**src/rtl/data_receiver.sv**
```systemverilog
// Receive end of the inter-board serial link: synchronises the serial pin,
// detects framed words (start 1, payload MSB first, stop 0) and presents them to the network layer.
module data_receiver #(
    parameter int unsigned DATA_BITS   = 216,
    parameter int unsigned SYNC_STAGES = 2
) (
    input  logic                           clk,
    input  logic                           rst,
    input  logic                           recv_en,
    input  logic                           serial_in,
    output logic [DATA_BITS-1:0]           data_out,
    output logic                           recv_done,
    output logic                           frame_err,
    output logic                           recv_busy,
    output logic [$clog2(DATA_BITS+1)-1:0] recv_count
);

    localparam int unsigned CW = $clog2(DATA_BITS + 1);

    typedef enum logic [1:0] {
        IDLE = 2'd0,
        RECV = 2'd1,
        STOP = 2'd2
    } state_t;

    state_t                 state_q;
    logic [SYNC_STAGES-1:0] sync_q;
    logic [SYNC_STAGES:0]   vld_q;
    logic                   s_d_q;
    logic [DATA_BITS-1:0]   shift_q;
    logic [DATA_BITS-1:0]   data_q;
    logic [CW-1:0]          count_q;
    logic                   done_q;
    logic                   err_q;
    logic                   busy_q;
    logic                   s;
    logic                   start_c;

    assign s = sync_q[SYNC_STAGES-1];

    // vld_q marks when s_d holds a real line sample, so a line already high
    // when reset releases is not mistaken for a rising edge.
    assign start_c = recv_en && s && !s_d_q && vld_q[SYNC_STAGES];

    always_ff @(posedge clk) begin
        if (rst) begin
            state_q <= IDLE;
            sync_q  <= '0;
            vld_q   <= '0;
            s_d_q   <= 1'b0;
            shift_q <= '0;
            data_q  <= '0;
            count_q <= '0;
            done_q  <= 1'b0;
            err_q   <= 1'b0;
            busy_q  <= 1'b0;
        end else begin
            sync_q <= {sync_q[SYNC_STAGES-2:0], serial_in};
            vld_q  <= {vld_q[SYNC_STAGES-1:0], 1'b1};
            s_d_q  <= s;
            done_q <= 1'b0;
            err_q  <= 1'b0;
            case (state_q)
                IDLE: begin
                    if (start_c) begin
                        state_q <= RECV;
                        count_q <= '0;
                        busy_q  <= 1'b1;
                    end
                end
                RECV: begin
                    shift_q <= {shift_q[DATA_BITS-2:0], s};
                    count_q <= count_q + CW'(1);
                    if (count_q == CW'(DATA_BITS - 1)) begin
                        state_q <= STOP;
                    end
                end
                STOP: begin
                    // Stop bit must be low; otherwise the frame is dropped.
                    if (!s) begin
                        data_q <= shift_q;
                        done_q <= 1'b1;
                    end else begin
                        err_q <= 1'b1;
                    end
                    state_q <= IDLE;
                    busy_q  <= 1'b0;
                end
                default: begin
                    state_q <= IDLE;
                    busy_q  <= 1'b0;
                end
            endcase
        end
    end

    assign data_out   = data_q;
    assign recv_done  = done_q;
    assign frame_err  = err_q;
    assign recv_busy  = busy_q;
    assign recv_count = count_q;

endmodule
```
**config.mk**
```make
export PLATFORM = sky130hd
export DESIGN_NAME = data_receiver
export DESIGN_NICKNAME = d
export VERILOG_FILES = /design/src/rtl/data_receiver.sv
export SDC_FILE = /design/constraint.sdc
export NUM_CORES = 1
export LEC_CHECK = 0
export CORE_UTILIZATION = 60
export CTS_CLUSTER_SIZE = 24
export DETAILED_ROUTE_END_ITERATION = 10
export DONT_BUFFER_PORTS = 1
export GPL_TIMING_DRIVEN = 0
export PLACE_DENSITY = 0.75
export SLEW_MARGIN = 20
export SYNTH_ARGS = -nofsm -noshare
export SYNTH_HDL_FRONTEND = slang
export SYNTH_SLANG_ARGS = --single-unit
```
**constraint.sdc**
```tcl
create_clock -name clk -period 1.66 [get_ports clk]
set_clock_uncertainty 0.05 [all_clocks]
set_input_delay 0.166 -clock clk [delete_from_list [all_inputs] [get_ports clk]]
set_output_delay 0.166 -clock clk [all_outputs]
set_load 0.02 [all_outputs]
```
## After elaboration in Yosys (flattened, before gate mapping)

Cells that the tools add are included.

- Register bits: 451
- Input bits: 4
- Output and inout bits: 227
- Word-level logic and storage cells: 41

- $add $sub $neg: 1
- Eq/ne operators: 5
- Mux-type cells: 10
- Bitwise operators: 3
- Reduce and logical (&&, ||, !) cells: 11

Operators with widths:

| kind | number |
|---|---|
| case mux 8 bit (2 select lines) | 1 |
| adder 8 x 1 -> 8 bit (second input constant) | 1 |
| == test 8 bit (second input constant) | 1 |
| two-way mux 8 bit | 1 |
| AND reduction 2 bit | 4 |
| two-way mux 1 bit | 4 |
| two-way mux 2 bit | 2 |
| inequality test 2 bit (second input constant) | 2 |
| case mux 2 bit (2 select lines) | 1 |
| logical AND 1 bit | 3 |
| inverter 1 bit | 3 |
| == test 2 x 1 -> 1 bit (second input constant) | 1 |
| == test 2 bit (second input constant) | 1 |
| logical NOT 2 bit | 1 |
| case mux 1 bit (2 select lines) | 1 |
| nonzero test 2 bit | 1 |
| OR reduction 2 bit | 1 |
| logical NOT 1 bit | 1 |

## Logic depth before layout (Yosys ltp)

- Word-level depth: 5
- Depth in mapped cells: 7
- Gate-level depth less buffers: 4

## Worst setup path after synthesis

No wires, ideal clock.

- Path type: flip-flop to flip-flop
- Start point: register state_q[0]
- End point: register data_q[125] (netlist: data_out[125])
- Setup time: 0.132 ns
- Arrival: 1.332 ns
- Data required time: 1.478 ns
- Path slack: 0.146 ns
- Stages on the path, launching flop included: 8
- Cells stage by stage: dfxtp_1 > buf_2 > or3b_1 > buf_2 > buf_6 > buf_6 > nand2_1 > a21oi_1

- Cells in the longest elaborated chain, start to end: 2

RTL lines:

| element | line | text |
|---|---|---|
| from (decl) | 26 | `state_t state_q;` |
| from (signal assigned) | 47 | `state_q <= IDLE;` |
| from (signal assigned) | 66 | `state_q <= RECV;` |
| from (signal assigned) | 75 | `state_q <= STOP;` |
| == test 2 bit | 63 | `case (state_q)` |
| AND reduction 2 bit (no line) | -- |  |
| to (signal assigned) | 81 | `data_q <= shift_q;` |
| to (decl) | 31 | `logic [DATA_BITS-1:0] data_q;` |

Every way passes these cells.
A chain may end at the register's enable or synchronous reset.

## Worst setup path in the final report

- Start point: register state_q[1]
- End point: register data_q[106] (netlist: data_out[106])

Same word-level chain as after synthesis.

==> results.md <==
- Number of buffers added on ports: 0
- H-tree depth: 2
- Max layer used: met4
- Placed instance area: 0.0161 sq mm
- Power Dens Cells: 1110 mW/mm^2
- CP max-delay cell: or3b_4
- # diodes: 0
- CP Data Required Time: between 1.5 and 2 ns
- Syn_area_per_cell: 7.98 sq um
- Slew headroom: between 40% and 50%
- GRT Util Overall: between 20% and 30%
- Max FO, Critical Path: 7
- Core area: about 0.025 sq mm
- Crit path depth: 6
- Final hold vios: 0
- Post-Syn Instances: just under 2000
- Slew Viols, Final: 0
- Initial antenna violation count: 0
- Max stage delay on crit path: approximately 0.45 ns
- Effective utilization at floorplan: between 60% and 70%
- M1 wire length: between 15 and 20 mm
- Seq/Total Area, Yosys: 57.7%
- Crit path time final: 1.72 ns
- Largest delay share family, worst path: buffers and inverters
- Iteration-0 DRC Markers: 868
- Final core utilization: slightly above 70%
- Switching share of power: roughly 20%
- Drt first pass iters: 5
- CP Class: reg2reg
- DR vias/cell: about 5.4
- Io pins: ~230
- Maximum vdd drop: roughly 0.85 mV
- Unrepaired setup endpoints after global routing: yes
- Setup WS post-layout: -0.0571 ns
- Netlist cell types: 35
- Longest Clk Path Bufs: 3
- Die area: 0.0267 sq mm
- Violated checks: negative setup slack
- Die height: around 160 um
- Period utilization: 103%
- Register share of total power: 53.0%
- Yosys top cell area share: between 50 and 60%
- Total Nets Final: 2029
- Met3 wire len: approximately 2.8 mm
- Clock-pin slew on the worst setup and hold paths: approximately 0.06 ns
- Number of global-route vias before repair: around 12000
- Crit-path cells: or3b_4 -> buf_12 -> clkbuf_16 -> clkbuf_16 -> nand2_2 -> a21oi_1
- Cell area after synthesis: 0.0157 sq mm
- Inst Count DP: about 2300
- CP endpoint: data_out[106]$_SDFFE_PP0P_
- Buffer and inverter count on the worst path: 3
- WL final: 37.2 mm
- Yosys warning total: 0
- Worst Hold Class: in2reg
- Crit end category: register
- R2R setup slack: -0.06 ns
- #FFs+latches synth: between 400 and 500
- Placement Rows: slightly below 60
- Cell mode on critical path: clkbuf_16
- Final setup fails: 96
- DRC viols: 0
- HP Start: rst
- Critical path launch point type: register
- Clk Latency, worst-skew pair: about 0.53 ns
- Fin Hold WS: roughly 0.11 ns
- GP Congestion: approximately 0.81
- Leakage power: 6.01 nW
- Total power: 20.4 mW
- DRT antenna net count: 0
- Largest net degree at the start of global routing: 14
- Arr. time, crit path: around 2.1 ns
- CTS tree: done
- Share of layout cells above drive strength 1: roughly 14%
- Via count: roughly 13000
- Post-DP HPWL: 23.9 mm
- Worst setup startpoint: state_q[1]$_SDFFE_PP0P_
- Outcome: finished, violations left
- Largest cells by area after synthesis: dfxtp_1, nand2_1, a21oi_1
- Post-route cell area: around 0.018 sq mm
- Routed met2 length: 17.5 mm
- Switching Power: roughly 4.2 mW
- Clock Power Share: 45.6%
- Synth Net Count: between 1500 and 2000
- Clock Sinks: about 450
- Finished Layout Cells: approximately 2400
- Slew @ Worst Pin: ~0.87 ns
- Layout Area Growth over Synthesis: 17.3%
- Die extent in x: around 160 um
- Post-synth top area cell: dfxtp_1
- Cts bufs inserted: 44
- Fmax: ~580 MHz
- CTS Root Cell: clkbuf_16
- Int Power: 16.2 mW
- First-pass GRT wire length: between 50 and 60 mm
- Average wire per standard cell: around 16 um
- Logic pwr share: between 1 and 1.5%
- R2R depth: 6
- Reg2reg start: state_q[1]$_SDFFE_PP0P_
- Maxcap violations: 0
- Worst r2r dst: data_out[106]$_SDFFE_PP0P_
- Grt total ovfl: 0
## metal layers
layer  track usage, %  up-vias
li1                 -     6477
met1             32.6     6057
met2             42.3      346
met3             7.29       76
met4             8.63        0
met5                0        -
## cell usage in the layout (no fill, tap or decap), types with 3 or more instances in the layout
master and n:
buf_2 52, dlygate4sd3_1 3, clkbuf_4 12, a21oi_1 401
nand2_4 26, clkbuf_2 6, dfxtp_1 448, nand3_1 4
buf_4 21, nor2b_1 6, a21oi_2 38, clkbuf_1 49
buf_12 3, clkinv_2 8, clkbuf_8 9, buf_6 10
clkbuf_16 55, o21ai_0 3, buf_1 4, nand2_2 36
nand2b_1 3, inv_1 5, buf_8 11, nand2_1 807
## cells in the mapped netlist (all sizes together)
| master | count |
|---|---|
| a211oi | 1 |
| a21oi | 439 |
| a311o | 1 |
| a41oi | 1 |
| and3 | 2 |
| buf | 110 |
| clkbuf | 40 |
| clkinv | 1 |
| dfxtp | 451 |
| ha | 1 |
| inv | 5 |
| mux2i | 2 |
| nand2 | 869 |
| nand2b | 4 |
| nand3 | 4 |
| nand4 | 1 |
| nand4b | 1 |
| nor2 | 2 |
| nor2b | 6 |
| nor3 | 1 |
| nor3b | 2 |
| nor4 | 1 |
| o21ai | 3 |
| o221ai | 1 |
| o311ai | 1 |
| o31ai | 2 |
| o32ai | 2 |
| o41ai | 1 |
| or3 | 2 |
| or3b | 1 |
| or4 | 2 |
## power groups by stage
stage	Combinational [mW]	Clock [mW]	Sequential [mW]
after floorplan	0.178	0	11.1
after global placement	0.257	0	11.1
after detailed placement	0.261	0	11.1
after CTS	0.269	9.44	10.8
after global routing	0.308	9.90	10.8
final	0.282	9.31	10.8
## metrics by stage
step	setup TNS, ns	worst slack (ns)
after floorplan	0	0.146
after global placement	-70.76	-0.431
after detailed placement	-76.63	-0.484
after CTS	-0.394	-0.0351
after global routing	-3.99	-0.0802
final	-2.64	-0.0571
## area by class of cell
class	count	area, sq um
plain buffers	149	992
repair buffers	19	338
flip-flops and latches	451	9030
inverters	6	22.5
fillers	2011	7030
clock inverters	8	40.0
multi-input cells	1353	6220
clock buffers	68	1300
well taps	330	413
## tightest hold or removal path: stages
cell and delay [ns]:
clkbuf_1 0.21, or3_1 0.15, o221ai_1 0.10
## repair_timing
item / CTS / global route
buffers inserted: 2 / 4
cloned: 0 / 10
pin swaps: 0 / 35
endpoints found under the hold margin: 3 / 0
gates resized for setup: 18 / 181
hold buffers: 3 / 0
endpoints found under the setup margin: 412 / 422
## registers in the layout (all words and copies together) (netlist names)
| register | flops |
|---|---|
| state_q | 2 |
| recv_count | 8 |
| shift_q | 216 |
| recv_busy | 1 |
| vld_q | 3 |
| frame_err | 1 |
| recv_done | 1 |
| data_out | 216 |
| sync_q | 2 |
| s_d_q | 1 |
## logic make-up after synthesis
kind of cell / share of synthesized area [%]
simple gates: 22.0
compound gates: 14.7
flops: 57.7
buf+inv: 5.40
mux: 0.128
fa+ha+maj: 0.0799
## worst min-delay path by stage
stage                            endpoint  slack (ns)  cells after the start
3_3_place_gp         sync_q[0]$_SDFF_PP0_        0.25                      1
4_1_cts        recv_count[6]$_SDFFE_PP0P_        0.12                      3
5_1_grt        recv_count[6]$_SDFFE_PP0P_        0.13                      3
3_5_place_dp         sync_q[0]$_SDFF_PP0_        0.25                      1
6_report       recv_count[6]$_SDFFE_PP0P_        0.11                      3
2_1_floorplan        sync_q[0]$_SDFF_PP0_        0.24                      1
(Power assumes the default switching activity.)
